<file path="src/rtl/apb_stream_uart_v2.sv">
// rtl/apb_stream_uart_v2.sv - APB-controlled stream UART with TX FIFO, RS-485 DE sequencing, optional parity
// Parity support is built only when STREAM_UART_PARITY_EN is defined.
module apb_stream_uart_v2 #(
    parameter int              FIFO_DEPTH = 64,
    parameter int              DIV_W      = 16,
    parameter logic [DIV_W-1:0] DIV_RESET = 16'd1040
) (
    input  logic        PCLK,
    input  logic        PRESETn,
    input  logic        PSEL,
    input  logic        PENABLE,
    input  logic        PWRITE,
    input  logic [31:0] PADDR,
    input  logic [3:0]  PSTRB,
    input  logic [31:0] PWDATA,
    output logic [31:0] PRDATA,
    output logic        PREADY,
    input  logic        tx_tvalid,
    output logic        tx_tready,
    input  logic [7:0]  tx_tdata,
    output logic        rx_tvalid,
    output logic [7:0]  rx_tdata,
    output logic        UART_TX,
    input  logic        UART_RX,
    output logic        UART_DE,
    output logic        UART_RTS,
    output logic        UART_DTR
);
    localparam int AW = $clog2(FIFO_DEPTH);
    localparam int LW = AW + 1;
    localparam int CW = DIV_W + 1;
`ifdef STREAM_UART_PARITY_EN
    localparam logic [7:0] CTRL_MASK = 8'hFF;
`else
    localparam logic [7:0] CTRL_MASK = 8'hF3;
`endif

    typedef enum logic [2:0] {T_IDLE, T_LOAD, T_LEAD, T_START, T_DATA, T_PAR, T_STOP, T_GUARD} tx_state_t;
    typedef enum logic [2:0] {R_IDLE, R_START, R_DATA, R_PAR, R_STOP, R_WAIT} rx_state_t;

    tx_state_t        txst_q, txst_d;
    rx_state_t        rxst_q, rxst_d;
    logic [7:0]       ctrl_q, ctrl_d, tshift_q, tshift_d, rshift_q, rshift_d, rdata_q, rdata_d;
    logic [DIV_W-1:0] baud_q, baud_d, tcnt_q, tcnt_d, tbaud_q, tbaud_d, rcnt_q, rcnt_d, rbaud_q, rbaud_d;
    logic [AW-1:0]    wptr_q, wptr_d, rptr_q, rptr_d;
    logic [LW-1:0]    level_q, level_d;
    logic [2:0]       tbit_q, tbit_d, rbit_q, rbit_d;
    logic ferr_q, ferr_d, perr_q, perr_d, rdy_q, rdy_d, tpar_q, tpar_d;
    logic tstop2_q, tstop2_d, tde_q, tde_d, tpen_q, tpen_d, todd_q, todd_d, tx_q, tx_d, de_q, de_d;
    logic rs1_q, rs1_d, rs2_q, rs2_d, rpe_q, rpe_d, rpen_q, rpen_d, rodd_q, rodd_d, rvalid_q, rvalid_d;
    logic [7:0]       mem [FIFO_DEPTH];
    logic [7:0]       fifo_rd;
    logic [CW-1:0]    rhalf;
    logic             wr_en, push, pop, fifo_full, fifo_empty, ttick, rtick, par_on;
    logic             unused_apb;

    assign unused_apb = ^{PSTRB, PADDR, PWDATA};
    assign PREADY     = 1'b1;
    assign wr_en      = PSEL & PENABLE & PWRITE;
    assign fifo_full  = (level_q == LW'(FIFO_DEPTH));
    assign fifo_empty = (level_q == '0);
    assign tx_tready  = rdy_q & ctrl_q[0] & ~fifo_full;
    assign push       = tx_tvalid & tx_tready;
    assign fifo_rd    = mem[rptr_q];
    assign ttick      = (tcnt_q == tbaud_q);
    assign rtick      = (rcnt_q == rbaud_q);
    assign rhalf      = ({1'b0, rbaud_q} + CW'(1)) >> 1;
    assign UART_TX    = tx_q;
    assign UART_DE    = de_q;
    assign UART_RTS   = ~ctrl_q[6];
    assign UART_DTR   = ~ctrl_q[7];
    assign rx_tvalid  = rvalid_q;
    assign rx_tdata   = rdata_q;
`ifdef STREAM_UART_PARITY_EN
    assign par_on = ctrl_q[3] ^ ctrl_q[2];
`else
    assign par_on = 1'b0;
`endif

    always_ff @(posedge PCLK) begin
        if (push) mem[wptr_q] <= tx_tdata;
    end

    always_comb begin
        PRDATA = '0;
        if (PSEL && !PWRITE) begin
            case (PADDR[3:2])
                2'd0: PRDATA[7:0] = ctrl_q;
                2'd1: PRDATA[DIV_W-1:0] = baud_q;
                2'd2: PRDATA[4:0] = {perr_q, ferr_q, fifo_full, fifo_empty, txst_q != T_IDLE};
                default: PRDATA[10:0] = 11'(level_q);
            endcase
        end
    end

    always_comb begin
        ctrl_d = ctrl_q; baud_d = baud_q; ferr_d = ferr_q; perr_d = perr_q; rdy_d = 1'b1;
        txst_d = txst_q; tshift_d = tshift_q; tbit_d = tbit_q; tpar_d = tpar_q;
        tbaud_d = tbaud_q; tstop2_d = tstop2_q; tde_d = tde_q; tpen_d = tpen_q; todd_d = todd_q;
        rxst_d = rxst_q; rshift_d = rshift_q; rbit_d = rbit_q; rpe_d = rpe_q; rdata_d = rdata_q;
        rbaud_d = rbaud_q; rpen_d = rpen_q; rodd_d = rodd_q;
        rs1_d = UART_RX; rs2_d = rs1_q; rvalid_d = 1'b0; pop = 1'b0;
        tcnt_d = ttick ? '0 : tcnt_q + DIV_W'(1);
        rcnt_d = rtick ? '0 : rcnt_q + DIV_W'(1);

        if (wr_en) begin
            case (PADDR[3:2])
                2'd0: ctrl_d = PWDATA[7:0] & CTRL_MASK;
                2'd1: baud_d = (PWDATA[DIV_W-1:0] < DIV_W'(7)) ? DIV_W'(7) : PWDATA[DIV_W-1:0];
                2'd2: begin
                    if (PWDATA[3]) ferr_d = 1'b0;
                    if (PWDATA[4]) perr_d = 1'b0;
                end
                default: ;
            endcase
        end

        // Frame configuration is captured only while idle so a live write never tears a frame.
        case (txst_q)
            T_IDLE: begin
                tcnt_d = '0; tbaud_d = baud_q; tstop2_d = ctrl_q[4]; tde_d = ctrl_q[5];
                tpen_d = par_on; todd_d = ctrl_q[3];
                if (ctrl_q[0] && !fifo_empty) begin
                    pop = 1'b1; txst_d = T_LOAD;
                end
            end
            T_LOAD: begin
                tcnt_d = '0; txst_d = tde_q ? T_LEAD : T_START;
            end
            T_LEAD:  if (ttick) txst_d = T_START;
            T_START: if (ttick) begin txst_d = T_DATA; tbit_d = '0; end
            T_DATA: if (ttick) begin
                tshift_d = tshift_q >> 1;
                tbit_d   = tbit_q + 3'd1;
                if (tbit_q == 3'd7) txst_d = tpen_q ? T_PAR : T_STOP;
            end
            T_PAR: if (ttick) txst_d = T_STOP;
            T_STOP: if (ttick) begin
                if (tstop2_q && tbit_q == 3'd0) tbit_d = 3'd1;
                else begin
                    tbit_d = '0;
                    if (ctrl_q[0] && !fifo_empty) begin
                        pop = 1'b1; txst_d = T_START;
                    end else txst_d = tde_q ? T_GUARD : T_IDLE;
                end
            end
            default: if (ttick) txst_d = T_IDLE;
        endcase
        if (pop) begin
            tshift_d = fifo_rd;
            tpar_d   = (^fifo_rd) ^ todd_d;
        end

        case (rxst_q)
            R_IDLE: begin
                rcnt_d = '0; rbaud_d = baud_q; rpen_d = par_on; rodd_d = ctrl_q[3];
                if (!rs2_q) rxst_d = R_START;
            end
            R_START: if (rcnt_q == rhalf[DIV_W-1:0]) begin
                rcnt_d = '0; rbit_d = '0; rpe_d = 1'b0;
                rxst_d = rs2_q ? R_IDLE : R_DATA;
            end
            R_DATA: if (rtick) begin
                rshift_d = {rs2_q, rshift_q[7:1]};
                rbit_d   = rbit_q + 3'd1;
                if (rbit_q == 3'd7) rxst_d = rpen_q ? R_PAR : R_STOP;
            end
            R_PAR: if (rtick) begin
                rpe_d  = rs2_q ^ (^rshift_q) ^ rodd_q;
                rxst_d = R_STOP;
            end
            R_STOP: if (rtick) begin
                rvalid_d = ctrl_q[1];
                if (ctrl_q[1]) rdata_d = rshift_q;
                if (!rs2_q) ferr_d = 1'b1;
                if (rpe_q) perr_d = 1'b1;
                rxst_d = rs2_q ? R_IDLE : R_WAIT;
            end
            default: if (rs2_q) rxst_d = R_IDLE;
        endcase

        wptr_d  = wptr_q + AW'(push);
        rptr_d  = rptr_q + AW'(pop);
        level_d = level_q + LW'(push) - LW'(pop);
        tx_d = 1'b1;
        case (txst_q)
            T_START: tx_d = 1'b0;
            T_DATA:  tx_d = tshift_q[0];
            T_PAR:   tx_d = tpar_q;
            default: tx_d = 1'b1;
        endcase
        de_d = tde_q && (txst_q != T_IDLE) && (txst_q != T_LOAD);
    end

    always_ff @(posedge PCLK or negedge PRESETn) begin
        if (!PRESETn) begin
            ctrl_q <= 8'h03; baud_q <= DIV_RESET; ferr_q <= 1'b0; perr_q <= 1'b0; rdy_q <= 1'b0;
            wptr_q <= '0; rptr_q <= '0; level_q <= '0;
            txst_q <= T_IDLE; tcnt_q <= '0; tbit_q <= '0; tshift_q <= '0; tpar_q <= 1'b0;
            tbaud_q <= DIV_RESET; tstop2_q <= 1'b0; tde_q <= 1'b0; tpen_q <= 1'b0; todd_q <= 1'b0;
            tx_q <= 1'b1; de_q <= 1'b0;
            rs1_q <= 1'b1; rs2_q <= 1'b1; rxst_q <= R_IDLE; rcnt_q <= '0; rbit_q <= '0;
            rshift_q <= '0; rpe_q <= 1'b0; rbaud_q <= DIV_RESET; rpen_q <= 1'b0; rodd_q <= 1'b0;
            rvalid_q <= 1'b0; rdata_q <= '0;
        end else begin
            ctrl_q <= ctrl_d; baud_q <= baud_d; ferr_q <= ferr_d; perr_q <= perr_d; rdy_q <= rdy_d;
            wptr_q <= wptr_d; rptr_q <= rptr_d; level_q <= level_d;
            txst_q <= txst_d; tcnt_q <= tcnt_d; tbit_q <= tbit_d; tshift_q <= tshift_d; tpar_q <= tpar_d;
            tbaud_q <= tbaud_d; tstop2_q <= tstop2_d; tde_q <= tde_d; tpen_q <= tpen_d; todd_q <= todd_d;
            tx_q <= tx_d; de_q <= de_d;
            rs1_q <= rs1_d; rs2_q <= rs2_d; rxst_q <= rxst_d; rcnt_q <= rcnt_d; rbit_q <= rbit_d;
            rshift_q <= rshift_d; rpe_q <= rpe_d; rbaud_q <= rbaud_d; rpen_q <= rpen_d; rodd_q <= rodd_d;
            rvalid_q <= rvalid_d; rdata_q <= rdata_d;
        end
    end
endmodule

</file>
<file path="config.mk">
export PLATFORM = sky130hd
export DESIGN_NAME = apb_stream_uart_v2
export DESIGN_NICKNAME = d
export VERILOG_FILES = /design/src/rtl/apb_stream_uart_v2.sv
export SDC_FILE = /design/constraint.sdc
export NUM_CORES = 1
export LEC_CHECK = 0
export CAP_MARGIN = 20
export CORE_ASPECT_RATIO = 1.25
export CORE_MARGIN = 3
export CORE_UTILIZATION = 60
export DETAILED_ROUTE_END_ITERATION = 10
export GPL_TIMING_DRIVEN = 0
export PLACE_DENSITY_LB_ADDON = 0.1
export SLEW_MARGIN = 20
export SYNTH_ARGS = -nofsm -noshare
export SYNTH_HDL_FRONTEND = slang
export SYNTH_SLANG_ARGS = --single-unit
</file>
<file path="constraint.sdc">
create_clock -name PCLK -period 4.14 [get_ports PCLK]
set_clock_uncertainty 0.05 [all_clocks]
set_input_delay 0.621 -clock PCLK [delete_from_list [all_inputs] [get_ports PCLK]]
set_output_delay 0.621 -clock PCLK [all_outputs]
set_load 0.005 [all_outputs]
</file>
==> parameters.txt, run 1 <==
Parameter                              Value

Status
  Status    finished, final reports clean

Yosys
  Number of standard cells after synthesis    1,703
  Post-Synthesis Cell Area    28,100 µm²
  Distinct cell type count of the synthesized netlist    between 70 and 80
  Post-synthesis register bit count    666
  Number of flops mapped to enable cells by yosys    512
  Async set-reset flop share out of synthesis    23.1%
  Mean post-synth cell area    16.5 µm²
  Synth warnings    0
  Sequential element share of the synthesized area    68.5%
  Dominant synthesized flop cell    sky130_fd_sc_hd__edfxtp_1

Critical path
  Critical path launch point    rptr_q[1]
  Depth of the most critical reg-to-reg path    11
  Reg-to-reg startpoint    rptr_q[1]
  Maximum fanout along the worst path    10
  Crit Reg-Reg Endpoint    tpar_q
  Crit path DAT    4.55 ns
  Crit start category    flop
  Category of the worst setup path capture point    flop
  Required time of the critical path    4.57 ns
  Worst reg2reg setup slack    approximately 0.021 ns
  Class of the most critical setup path    reg2reg

Power and ir drop
  Largest vdd supply drop    0.000397 V
  Total power divided by cell area    635 nW/µm²
  Total power after layout    20.2 mW
  Leak    about 11 nW

Floorplanning
  Die height    around 250 µm
  DIE AREA    49,400 µm²
  Site row count    88
  Area of the core region    46,200 µm²
  Die extent in x    199 µm
  Num ports    130
  Starting utilization of the core area    around three fifths

Timing
  RSZ-0062 raised after global routing    false
  Final cycle utilization of the critical path    99.5%
  Final Hold Viols    0
  Total of endpoints with negative setup slack in the final report    0
  Highest achievable clock rate    between 0.2 and 0.25 GHz
  Max-Slew Margin vs Limit    26.4%
  Slew Viols, Final    0
  Final critical delay including setup and external delays    4.12 ns
  Setup_tns    0 ns
  Slew of the pin with the lowest slew margin    1.10 ns

Final layout
  Fill cell instance count of the final layout    3,087
  Relative area change from synthesis to final layout    13.2%
  Area of combinational cells with multiple inputs    8180 µm²
  FF+latch area    19,200 µm²
  Net total in the final layout    1,961
  Share of layout cells above drive strength 1    21.4%
  N_diodes    0
  Non-filler cells in the finished layout    2,489

Routing
  Remaining routing DRC violations    0
  Number of DRC markers in iteration 0    around 1.6k
  Number of vias after detailed routing    between 15k and 20k
  Average routed wire per standard cell    28.8 µm
  Final wirelength    71,700 µm
  Avg Vias per Cell    between 6 and 7
  Residual antenna-violating net count after detailed routing    0
  Drt first pass iters    5

Placed design
  IO buf count    60
  Number of cells after detailed placement    2,373
  Placed wire-length estimate after detailed placement    46,700 µm
  Last weighted congestion value of the routability-driven placer    approximately 0.93

Global route
  Number of global-route vias before repair    ~16k
  First-pass GRT wire length    105,000 µm
  Number of antenna violations at the first check in global routing    0
  Global routing usage summed across all routing layers    between 20% and 30%
  Largest net degree at the start of global routing    between 90 and 100
  Total congestion overflow after global routing    0

Clock network
  Clock latency reported for the late side of the worst-skew pair    roughly 0.59 ns
  Clock-pin slew on the worst setup and hold paths    0.06 ns
  Maximum level of the CTS H-tree    3
  CTS tree    built
  Clock Tree Buf Depth    3
  Setup Fix Bufs, Post-CTS    0
  Number of buffers inserted during clock tree synthesis    66
  Number of buffers inserted by hold repair at cts    0
  Number of sinks on the clock net    roughly 670
  Root cell of the clock tree    sky130_fd_sc_hd__clkbuf_16

Job
  Number of maximum-capacitance violations    0

Worst hold path
  Worst hold-check path type    in2async
==> how the worst max path moves through the flow <==
stage / endpoint / slack, ns / depth (start not counted)
6_report: tpar_q / 0.02 / 11
5_1_grt: tpar_q / 0.01 / 11
4_1_cts: tpar_q / 0.09 / 11
3_5_place_dp: level_q[6] / -0.21 / 17
3_3_place_gp: rx_tdata[4] / -3.95 / 1
2_1_floorplan: level_q[6] / 0.55 / 17
==> cell usage after synthesis (3+ instances only) <==
master,count,area (µm²)
sky130_fd_sc_hd__a211oi_1,6,45.0
sky130_fd_sc_hd__a21oi_1,30,150
sky130_fd_sc_hd__a221oi_1,5,43.8
sky130_fd_sc_hd__a22o_1,7,61.3
sky130_fd_sc_hd__a22oi_1,25,188
sky130_fd_sc_hd__a31oi_1,7,43.8
sky130_fd_sc_hd__and2_1,14,87.6
sky130_fd_sc_hd__and3_1,10,62.6
sky130_fd_sc_hd__and4_1,4,35.0
sky130_fd_sc_hd__buf_1,5,18.8
sky130_fd_sc_hd__buf_2,18,90.1
sky130_fd_sc_hd__buf_4,27,203
sky130_fd_sc_hd__buf_6,8,90.1
sky130_fd_sc_hd__clkbuf_1,50,188
sky130_fd_sc_hd__dfrtp_1,143,3580
sky130_fd_sc_hd__dfstp_2,11,289
sky130_fd_sc_hd__edfxtp_1,512,15400
sky130_fd_sc_hd__ha_1,21,263
sky130_fd_sc_hd__inv_1,34,128
sky130_fd_sc_hd__mux2_2,72,811
sky130_fd_sc_hd__mux2i_1,31,310
sky130_fd_sc_hd__mux4_2,126,2840
sky130_fd_sc_hd__nand2_1,69,259
sky130_fd_sc_hd__nand2b_1,7,43.8
sky130_fd_sc_hd__nand3_1,39,195
sky130_fd_sc_hd__nand3b_1,4,30.0
sky130_fd_sc_hd__nand4_1,20,125
sky130_fd_sc_hd__nor2_1,132,495
sky130_fd_sc_hd__nor2_2,10,62.6
sky130_fd_sc_hd__nor2b_1,10,62.6
sky130_fd_sc_hd__nor3_1,13,65.1
sky130_fd_sc_hd__nor3b_1,6,45.0
sky130_fd_sc_hd__nor4_1,3,18.8
sky130_fd_sc_hd__o211ai_1,4,30.0
sky130_fd_sc_hd__o21ai_0,42,210
sky130_fd_sc_hd__o221ai_1,7,61.3
sky130_fd_sc_hd__o22a_1,3,26.3
sky130_fd_sc_hd__o22ai_1,11,68.8
sky130_fd_sc_hd__o31ai_1,3,22.5
sky130_fd_sc_hd__or2_2,4,25.0
sky130_fd_sc_hd__or3_1,8,50.1
sky130_fd_sc_hd__xnor2_1,70,613
sky130_fd_sc_hd__xor2_1,32,280
==> flip-flops by register name, indices dropped and copies added, names as in the netlist, 6 cells and up <==
register / count
ctrl_q: 6
level_q: 7
rcnt_q: 16
tshift_q: 8
rx_tdata: 8
mem: 512
wptr_q: 6
rptr_q: 6
baud_q: 16
rbaud_q: 16
tbaud_q: 16
tcnt_q: 16
rshift_q: 8
==> worst max-delay path: stages (launching register included) <==
cell and delay, ns:
sky130_fd_sc_hd__dfrtp_1 0.35, sky130_fd_sc_hd__buf_4 0.18, sky130_fd_sc_hd__buf_2 0.39, sky130_fd_sc_hd__buf_2 0.57, sky130_fd_sc_hd__mux4_2 0.42, sky130_fd_sc_hd__a22o_1 0.26, sky130_fd_sc_hd__a221oi_1 0.50, sky130_fd_sc_hd__o22ai_1 0.19
sky130_fd_sc_hd__nor3_2 0.28, sky130_fd_sc_hd__xnor2_1 0.18, sky130_fd_sc_hd__xnor3_1 0.34, sky130_fd_sc_hd__mux2_2 0.27
==> layout make-up <==
| cell class | count | area share, % |
|---|---|---|
| multi-input combinational | 908 | 25.8 |
| sequential | 666 | 60.6 |
| tap | 585 | 2.30 |
| clock buffer | 83 | 5.77 |
| clock inverter | 33 | 0.929 |
| inverter | 36 | 0.425 |
| buffer | 109 | 1.89 |
| timing repair buffer | 69 | 2.37 |
==> metrics by stage <==
| step | setup WS, ns | hold slack, ns | utilization (%) | cell area (µm²) |
|---|---|---|---|---|
| after global routing | 0.0137 | 0.0524 | 68.7 | 31800 |
| after CTS | 0.0916 | 0.00321 | 68.7 | 31800 |
| final | 0.0215 | 0.00184 | 68.7 | 31800 |
| after global placement | -3.95 | 0.297 | 63.7 | 29500 |
| after floorplan | 0.547 | 0.275 | - | 28100 |
| after detailed placement | -0.208 | 0.298 | 64.1 | 29600 |
==> layer usage <==
metal	up-vias	GRT usage (%)	part of all wire [%]
li1	6827	-	-
met1	8142	38.4	36
met2	864	49.7	50
met3	188	5.05	8.3
met4	0	14.7	5.2
met5	-	0	0
==> repair_timing <==
item / in CTS / in global routing
hold endpoints to repair: 0 / 0
setup endpoints to repair: 4 / 2
resized for setup: 3 / 2
==> kinds of logic after synthesis <==
kind of cell | share of synthesized area (%)
AO/OA/AOI/OAI | 4.08
XOR/XNOR | 3.34
adder cells (fa/ha/maj) | 1.01
buffers and inverters | 2.60
flip-flops | 68.5
multiplexers | 14.1
other | 0.0268
AND/OR/NAND/NOR | 6.30
==> cells in the final DEF (no fill, tap or decap), types with 39 or more instances in the layout <==
master / instances
sky130_fd_sc_hd__clkbuf_1: 55
sky130_fd_sc_hd__clkbuf_16: 69
sky130_fd_sc_hd__clkdlybuf4s50_1: 51
sky130_fd_sc_hd__dfrtp_1: 143
sky130_fd_sc_hd__edfxtp_1: 512
sky130_fd_sc_hd__mux2_2: 72
sky130_fd_sc_hd__mux4_2: 126
sky130_fd_sc_hd__nand2_1: 69
sky130_fd_sc_hd__nand3_1: 39
sky130_fd_sc_hd__nor2_1: 132
sky130_fd_sc_hd__o21ai_0: 42
sky130_fd_sc_hd__xnor2_1: 70
==> report_power, final <==
group	leakage [nW]	total, mW	internal, mW	switching [mW]
sequential	6.56	8.10	7.68	0.423
combinational	3.43	6.14	2.64	3.50
clock	1.04	5.93	3.45	2.48
total	11.0	20.2	13.8	6.40
(Power assumes the default switching activity.)
==> run 2, diff against run 1 <==
REMOVE_ABC_BUFFERS = 1   (was not set)
==> run 2 against run 1 <==
  * Combinational power decreased by 14%
  * Clock power increased by 3%
  * Final cell count decreased by 3.4%
  * Critical path depth decreased by 2
  * Die area unchanged
  * Sequential power increased by 3.2%
  * Sequential share of layout area increased by 0.22 points
  * Sequential cell count unchanged
  * Register-to-register slack improved by 0.11 ns
==> parameters.txt, run 2 (synthesis gave the netlist of run 1 again) <==
Parameter                              Value

Routing
  Final wirelength    60,800 µm (-15%)
  Remaining routing DRC violations    0 (unchanged)
  Avg Vias per Cell    6.25 (-2.9%)
  Average routed wire per standard cell    25.3 µm (-12%)
  Number of vias after detailed routing    15.0k (-6.2%)
  Drt first pass iters    5 (unchanged)
  Number of DRC markers in iteration 0    1,097 (-33%)
  Residual antenna-violating net count after detailed routing    0 (unchanged)

Critical path
  Category of the worst setup path capture point    flop
  Reg-to-reg startpoint    rptr_q[2]
  Required time of the critical path    4.54 ns (-0.03 ns)
  Critical path launch point    rptr_q[2]
  Maximum fanout along the worst path    22 (+12)
  Crit path DAT    4.41 ns (-0.14 ns)
  Class of the most critical setup path    reg2reg
  Crit start category    flop

Power and ir drop
  Leak    10.9 nW (-1.2%)
  Switching power as a share of total power    29.2% (-2.5 points)
  Proportion of power drawn by the clock network    31.0% (+1.6 points)
  Combinational Power Share    26.8% (-3.7 points)
  Total power divided by cell area    625 nW/µm² (-1.5%)
  Power share of the sequential group    42.2% (+2.0 points)
  Largest vdd supply drop    0.000420 V (+5.9%)
  P_int    14.0 mW (+1.8%)
  Switching power of the nets    5.79 mW (-9.6%)

Floorplanning
  Die extent in x    199 µm (unchanged)
  Num ports    130 (unchanged)
  Die height    248 µm (unchanged)
  Area of the core region    46,200 µm² (unchanged)
  Starting utilization of the core area    60.7% (unchanged)
  Site row count    88 (unchanged)
  DIE AREA    49,400 µm² (unchanged)

Timing
  Slew Viols, Final    0 (unchanged)
  Total of endpoints with negative setup slack in the final report    0 (unchanged)
  Post-layout worst setup margin    0.133 ns (+0.112 ns)
  Setup_tns    0 ns (unchanged)
  Slew of the pin with the lowest slew margin    1.16 ns (+0.0568 ns)
  Final cycle utilization of the critical path    96.8% (-2.7 points)
  Max-Slew Margin vs Limit    22.6% (-3.8 points)
  Highest achievable clock rate    0.250 GHz (+2.8%)
  Final critical delay including setup and external delays    4.01 ns (-0.112 ns)
  Final Hold Viols    0 (unchanged)
  RSZ-0062 raised after global routing    false

Final layout
  Share of layout cells above drive strength 1    20.7% (-0.77 points)
  Non-filler cells in the finished layout    2,405 (-3.4%)
  FF+latch area    19,300 µm² (about the same)
  Relative area change from synthesis to final layout    12.8%
  Summed area of non-filler cells in the final layout    31,700 µm² (-0.30%)
  Most common cell after layout, fill and taps aside    sky130_fd_sc_hd__edfxtp_1
  N_diodes    0 (unchanged)
  Fill cell instance count of the final layout    3,048 (-1.3%)
  Commonest cells after routing, fill and taps aside    sky130_fd_sc_hd__edfxtp_1, sky130_fd_sc_hd__dfrtp_1, sky130_fd_sc_hd__nor2_1
  Largest register by flop count    mem
  Area of combinational cells with multiple inputs    8200 µm² (+0.28%)
  Largest register FFs    512 (unchanged)
  Net total in the final layout    1,875 (-4.4%)

Global route
  Largest net degree at the start of global routing    82 (-13%)
  Global routing usage summed across all routing layers    25.2% (-4.5 points)
  Total congestion overflow after global routing    0 (unchanged)
  First-pass GRT wire length    92,300 µm (-12%)
  Number of global-route vias before repair    15.3k (-5.7%)
  Number of antenna violations at the first check in global routing    0 (unchanged)

Clock network
  Clock Tree Buf Depth    3 (unchanged)
  Maximum level of the CTS H-tree    3 (unchanged)
  Root cell of the clock tree    sky130_fd_sc_hd__clkbuf_16
  Number of sinks on the clock net    666 (unchanged)
  Number of buffers inserted during clock tree synthesis    67 (+1.5%)
  Clock latency reported for the late side of the worst-skew pair    0.59 ns (about the same)
  CTS tree    built
  Clock-pin slew on the worst setup and hold paths    0.06 ns (about the same)

Placed design
  Instance area after placement    29,400 µm² (-0.81%)
  Placed wire-length estimate after detailed placement    39,400 µm (-16%)
  IO buf count    62 (+3.3%)
  Place WS    -0.135 ns (+0.0728 ns)
  Last weighted congestion value of the routability-driven placer    0.848 (-9.0%)
  Number of cells after detailed placement    2,282 (-3.8%)

Worst hold path
  Worst hold-check path type    reg2reg
  Hold wc startpoint    rs1_q

Status
  Status    finished, final reports clean

Job
  Number of maximum-capacitance violations    0 (unchanged)
run 2: changes by cell type in the layout (fill, tap and decap cells not counted), moves of 7 or more:
cell,previous run,this run
sky130_fd_sc_hd__buf_4,28,7
sky130_fd_sc_hd__buf_2,26,8
sky130_fd_sc_hd__clkbuf_1,55,10
sky130_fd_sc_hd__buf_6,8,0
sky130_fd_sc_hd__buf_16,1,8
run 2: final cells by class:
cell class                      instances  area share, %
Sequential cell                       666           60.8
Multi-Input combinational cell        908           25.9
Clock buffer                           82           5.81
Timing Repair Buffer                   91           3.53
Tap cell                              585           2.31
Clock inverter                         37           1.25
Inverter                               36          0.427
run 2: metal layers:
layer | up-vias | GRT usage, % | share of wire, %
li1 | 6655 | - | -
met1 | 7728 | 32.2 | 38
met2 | 520 | 43.0 | 52
met3 | 126 | 4.33 | 6.3
met4 | 0 | 11.3 | 4.2
met5 | - | 0 | 0
run 2: final timing paths:
check | end | slack [ns] | cells past startpoint
max | tpar_q | 0.13 | 9
min | rs2_q | 0.31 | 0
max reg2reg | tpar_q | 0.13 | 9
min reg2reg | rs2_q | 0.31 | 0
max in group asynchronous | rs1_q | 2.62 | 3
min in group asynchronous | tcnt_q[7] | 0.55 | 2
run 2: what timing repair did:
action | CTS | global route
pin swaps | 0 | 0
hold buffers | 1 | 0
setup endpoints to repair | 2 | 2
setup buffers | 1 | 2
resized for setup | 1 | 1
endpoints found under the hold margin | 46 | 0
run 2: through the flow:
stage               util (%)  hold WS [ns]  total power, mW
global route            68.5         0.319             20.6
floorplan                  -         0.275             12.1
detailed placement      63.5         0.306             13.8
global placement        62.5         0.302             13.1
finish                  68.5         0.312             19.8
CTS                     68.4         0.311             19.9
run 2: power groups by stage:
stage	Combinational (mW)	Clock, mW	Sequential (mW)
2_1_floorplan	3.46	0	8.60
3_3_place_gp	4.21	0	8.94
3_5_place_dp	5.19	0	8.57
4_1_cts	5.29	6.24	8.41
5_1_grt	5.69	6.51	8.43
6_report	5.31	6.13	8.36
run 2: critical path, stage by stage, from the launching register on:
cell,delay [ns]
sky130_fd_sc_hd__dfrtp_2,0.69
sky130_fd_sc_hd__buf_12,0.28
sky130_fd_sc_hd__and2_1,0.94
sky130_fd_sc_hd__nand2_1,0.14
sky130_fd_sc_hd__o21ai_0,0.33
sky130_fd_sc_hd__o221ai_1,0.19
sky130_fd_sc_hd__o21ai_0,0.24
sky130_fd_sc_hd__xnor3_1,0.51
sky130_fd_sc_hd__xnor3_1,0.20
sky130_fd_sc_hd__mux2_2,0.27
